<file path="config.mk">
export PLATFORM = sky130hd
export DESIGN_NAME = axis_chk32
export DESIGN_NICKNAME = d
export VERILOG_FILES = /design/src/rtl/axis_chk32.sv
export SDC_FILE = /design/constraint.sdc
export NUM_CORES = 1
export LEC_CHECK = 0
export BUFFER_PORTS_ARGS = -buffer_cell sky130_fd_sc_hd__buf_2
export CORE_MARGIN = 3
export CORE_UTILIZATION = 50
export DETAILED_ROUTE_END_ITERATION = 6
export PLACE_DENSITY = 0.75
export SYNTH_ARGS = -nofsm -noshare
export SYNTH_HDL_FRONTEND = slang
export SYNTH_SLANG_ARGS = --single-unit
</file>
<file path="constraint.sdc">
create_clock -name aclk -period 3.5 [get_ports aclk]
set_input_delay 1.05 -clock aclk [delete_from_list [all_inputs] [get_ports aclk]]
set_output_delay 1.05 -clock aclk [all_outputs]
set_load 0.05 [all_outputs]
</file>
<file path="src/rtl/axis_chk32.sv">
// AXI-Stream sink that checks fixed-length frames of {AA,AA,AA,idx[7:0]} words, TKEEP and TLAST position.
// Status updates on the edge that takes the beat; s_tready is registered from en (optionally LFSR-throttled).
module axis_chk32 #(
  parameter int unsigned BYTES_PER_BLOCK = 16384,
  parameter int unsigned THROTTLE        = 0
) (
  input  logic        aclk,
  input  logic        aresetn,
  input  logic        en,
  input  logic        clr,
  input  logic [31:0] s_tdata,
  input  logic        s_tvalid,
  output logic        s_tready,
  input  logic        s_tlast,
  input  logic [3:0]  s_tkeep,
  output logic [31:0] frame_cnt,
  output logic [31:0] good_cnt,
  output logic [31:0] data_err_cnt,
  output logic [31:0] len_err_cnt,
  output logic        err_sticky,
  output logic [31:0] first_err_word,
  output logic [31:0] first_err_data
);

  localparam logic [31:0] LAST_IDX = 32'(BYTES_PER_BLOCK / 4 - 1);

  logic [31:0] idx;
  logic        frame_bad;
  logic        ready_r;
  logic        cap_done;
  logic [15:0] lfsr;

  logic        beat;
  logic [31:0] exp_word;
  logic        data_bad;
  logic        eof;
  logic        short_err;
  logic        long_err;
  logic        len_bad;
  logic        frame_good;
  logic        lfsr_fb;

  assign s_tready = ready_r;

  function automatic logic [31:0] sat_inc(input logic [31:0] v, input logic inc);
    return (inc && (v != 32'hFFFF_FFFF)) ? v + 32'd1 : v;
  endfunction

  // A beat taken while en is low belongs to a frame being discarded, so it is ignored.
  always_comb begin
    beat       = s_tvalid & ready_r & en;
    exp_word   = {24'hAAAAAA, idx[7:0]};
    data_bad   = beat & ((s_tdata != exp_word) | (s_tkeep != 4'hF));
    eof        = beat & s_tlast;
    short_err  = eof & (idx < LAST_IDX);
    long_err   = beat & ~s_tlast & (idx == LAST_IDX);
    len_bad    = short_err | long_err;
    frame_good = eof & ~data_bad & ~short_err & ~frame_bad;
    lfsr_fb    = lfsr[15] ^ lfsr[13] ^ lfsr[12] ^ lfsr[10];
  end

  always_ff @(posedge aclk) begin
    if (!aresetn) begin
      idx            <= '0;
      frame_bad      <= 1'b0;
      ready_r        <= 1'b0;
      cap_done       <= 1'b0;
      lfsr           <= 16'hACE1;
      frame_cnt      <= '0;
      good_cnt       <= '0;
      data_err_cnt   <= '0;
      len_err_cnt    <= '0;
      err_sticky     <= 1'b0;
      first_err_word <= '0;
      first_err_data <= '0;
    end else begin
      if (en) lfsr <= {lfsr[14:0], lfsr_fb};
      ready_r <= (THROTTLE != 0) ? (en & lfsr[0]) : en;

      if (!en) begin
        idx       <= '0;
        frame_bad <= 1'b0;
      end else if (beat) begin
        if (s_tlast) begin
          idx       <= '0;
          frame_bad <= 1'b0;
        end else begin
          idx <= idx + 32'd1;
          if (data_bad | long_err) frame_bad <= 1'b1;
        end
      end

      // clr wins over a beat in the same cycle; only idx/frame_bad above see that beat.
      if (clr) begin
        frame_cnt      <= '0;
        good_cnt       <= '0;
        data_err_cnt   <= '0;
        len_err_cnt    <= '0;
        err_sticky     <= 1'b0;
        cap_done       <= 1'b0;
        first_err_word <= '0;
        first_err_data <= '0;
      end else begin
        frame_cnt    <= sat_inc(frame_cnt, eof);
        good_cnt     <= sat_inc(good_cnt, frame_good);
        data_err_cnt <= sat_inc(data_err_cnt, data_bad);
        len_err_cnt  <= sat_inc(len_err_cnt, len_bad);
        if (data_bad | len_bad) err_sticky <= 1'b1;
        if (data_bad && !cap_done) begin
          cap_done       <= 1'b1;
          first_err_word <= idx;
          first_err_data <= s_tdata;
        end
      end
    end
  end

endmodule

</file>
==> run_results.csv <==
group,metric,value,unit
worst_setup_path,crit_path_frequent_cell,"nand4b_1",
power,leakagePower,4.66,nW
worst_setup_path,end_kind,"register",
worst_setup_path,worstPathMaxFanout,56,
grt,grtUsageTotal,0.236,
sta,finalHoldViolCount,0,
sta,skew,0.0138,ns
die,fp-row-count,51,
final_layout,syn_to_final_growth,22.4,%
grt,grt_first_pass_wirelength,44300,um
worst_setup_path,crit_type,"in2reg",
final_layout,nets,1524,
die,fp.dieH,150,um
yosys,ys_top_cells_by_count,"dfxtp_1 (228), nand2_1 (209), a21oi_1 (146)",
detailed_routing,antenna_left,0,
detailed_routing,drt_iter0_drc,505,
sta,finalCriticalPeriod,2.92,ns
worst_setup_path,required,3.93,ns
cts,cts_buffers,25,
sta,final_max_slew_viol_count,0,
yosys,netlist_instances,1266,
sta,fin_crit_sh,0.834,
worst_setup_path,crit_path_cell_trace,"buf_2 > nand4b_1 > or4_4 > nor4_4 > nand4b_1 > buf_12 > or4_1 > a21oi_1",
place,gp_congestion,0.833,
power,p_per_area,435,nW/um^2
cts,cts_max_level,1,
sta,fmax,0.342,GHz
worst_setup_path,slowest_stage,"or4_4",
yosys,yosysTopAreaCellShare,0.443,
worst_setup_path,start_kind,"primary input",
yosys,yosys-mux-area-fraction,0.00970,
cts,clock-sinks,228,
yosys,synth_area_leaders,"dfxtp_1 (44%), nand2_1 (7.6%), a21oi_1 (7.1%)",
cts,cts_resized,0,
run,cap_violations,0,
cts,clk_latency,0.52,ns
die,die_area,22400,um^2
detailed_routing,vias,9891,
detailed_routing,wl_per_cell,15.8,um
detailed_routing,vias_per_cell,5.63,
sta,fin_tns_setup,0,ns
grt,overflow,0,
yosys,synth_fp_nets,1313,
cts,clock-root-buffer,"clkbuf_16",
yosys,ys.flop_type,"dfxtp_1",
final_layout,finalNonFillerCells,1758,
outcome,outcome,"complete, no violations",
detailed_routing,drcViolationCount,0,
cts,clk_pin_slew,0.06,ns
worst_setup_path,slowest_delay,0.58,ns
worst_setup_path,r2r_slack,0.83,ns
final_layout,fillers,1752,
yosys,synth-adder-area-share,0.00607,
yosys,yosysTopAreaCell,"dfxtp_1",
cts,cts_tree,"yes",
sta,maxSlewHeadroom,0.363,
yosys,ys_seq_area_frac,0.443,
die,die_x,150,um
cts,clockBufferDepth,3,
yosys,synth.distinct_cells,50,
sta,setup_viol,0,
final_layout,stdcell_area,12600,um^2
final_layout,drive_gt1_frac,0.210,
place,dp_hpwl,19600,um
yosys,synth-compound-area-share,0.127,
yosys,yosysWarnings,0,
place,dp_cells,1715,
power,irDropWorstVdd,0.357,mV
grt,grt_max_degree,65,
place,place_area,11800,um^2
yosys,synth_xor_area_frac,0.0586,
detailed_routing,wirelength,27700,um
yosys,synth_top_family_by_area,"simple AND/OR/NAND/NOR gates",
yosys,yosysMostFrequentCell,"dfxtp_1",
sta,rsz0062_at_grt,"no",
worst_setup_path,crit_family,"simple AND/OR/NAND/NOR gates",
yosys,async_flop_share,0,
power,fin_total_pwr,5.49,mW
worst_setup_path,cp.arrival,3.35,ns
die,core,19800,um^2
place,portBuffers,235,
cts,cts_setup_buffers,0,
sta,tightestPinTransition,0.947,ns
die,initial_utilization,0.520,
yosys,netlist_area,10300,um^2
final_layout,antenna_cells,0,
grt,antenna_found_initial,0,
cts,cts_hold_buf,0,
worst_hold_path,hold_path.class,"reg2reg",
yosys,synth_edf_count,0,
yosys,synth_seq_cells,228,
grt,grt_pass1_vias,8884,
detailed_routing,first_pass_iters,4,
worst_setup_path,path_buf_inv,2,
die,io_pins,236,
yosys,avgSynthCellArea,8.15,um^2
yosys,synth_simple_gate_area_frac,0.320,
==> layout make-up <==
type / instances / area [um^2] / area share
Inverter: 19 / 71.3 / 0.00565
Timing Repair Buffer: 254 / 1390 / 0.110
Sequential cell: 228 / 4560 / 0.362
Tap cell: 265 / 332 / 0.0263
Clock inverter: 8 / 121 / 0.00961
Clock buffer: 35 / 743 / 0.0589
Multi-Input combinational cell: 949 / 5400 / 0.428
==> flip-flops by register name, indices dropped and copies added, names as in the netlist <==
name	cells
good_cnt	32
len_err_cnt	32
err_sticky	1
idx	32
frame_bad	1
frame_cnt	32
first_err_data	32
cap_done	1
data_err_cnt	32
first_err_word	32
s_tready	1
==> per-layer routing <==
| metal | track usage | vias to the layer above | part of all wire |
|---|---|---|---|
| met5 | 0 | - | 0 |
| met4 | 0.0535 | 0 | 0.020 |
| met3 | 0.0554 | 42 | 0.074 |
| met2 | 0.398 | 295 | 0.47 |
| met1 | 0.308 | 4596 | 0.44 |
| li1 | - | 4958 | - |
==> report_power, final <==
group | internal [mW] | total, mW | switching [mW]
Clock | 1.69 | 2.73 | 1.04
Combinational | 0.0461 | 0.156 | 0.110
Sequential | 2.60 | 2.60 | 0.00296
==> layout by cell type, fill, tap and decap left out, types with 3 or more instances in the layout <==
master     count
buf_2        235
dfxtp_1      228
nand2_1      209
a21oi_1      146
nor2_1        84
nand3_1       63
or3_1         61
nand4_1       58
o21ai_0       53
xor2_1        37
or4_1         32
xnor2_1       32
clkbuf_16     25
o31ai_1       23
nor4_1        20
inv_1         19
and3_1        18
and4_1        17
nor3_1        14
buf_4         13
mux2i_1       10
and2_1         8
clkbuf_8       8
o211ai_1       6
nor4_2         6
nand2b_1       6
buf_12         6
ha_1           5
nand4b_1       4
nor4_4         3
nor4b_1        3
nand3b_1       3
o31a_1         3
o21ai_1        3
o21a_1         3
bufinv_16      3
clkinv_2       3
==> metrics by stage <==
stage                util  hold slack, ns  setup WS, ns
floorplan               -           0.450         0.400
global placement    0.593           0.439         0.136
detailed placement  0.593           0.443        0.0769
CTS                 0.636           0.452         0.612
global route        0.636           0.465         0.484
finish              0.636           0.450         0.580
==> kinds of logic after synthesis <==
kind of cell	count (synthesis)
AND/OR/NAND/NOR	624
XOR/XNOR	69
buffers and inverters	89
flip-flops	228
adder cells (fa/ha/maj)	5
AO/OA/AOI/OAI	241
multiplexers	10
==> worst reg2reg max path: cells and delay by family (launching register included) <==
kind	cells	cell delay (ns)
buffers and inverters	1	0.23
XOR/XNOR	1	0.33
flip-flops	1	0.52
AND/OR/NAND/NOR	3	1.17
AO/OA/AOI/OAI	2	0.36
==> final timing paths <==
kind | cells past startpoint | end | start
setup reg to reg | 7 | len_err_cnt[16] | idx[4]
hold / removal | 2 | first_err_data[10] | first_err_data[10]
setup / recovery | 8 | good_cnt[25] | s_tdata[30]
hold reg to reg | 2 | first_err_data[10] | first_err_data[10]
(Power assumes the default switching activity.)
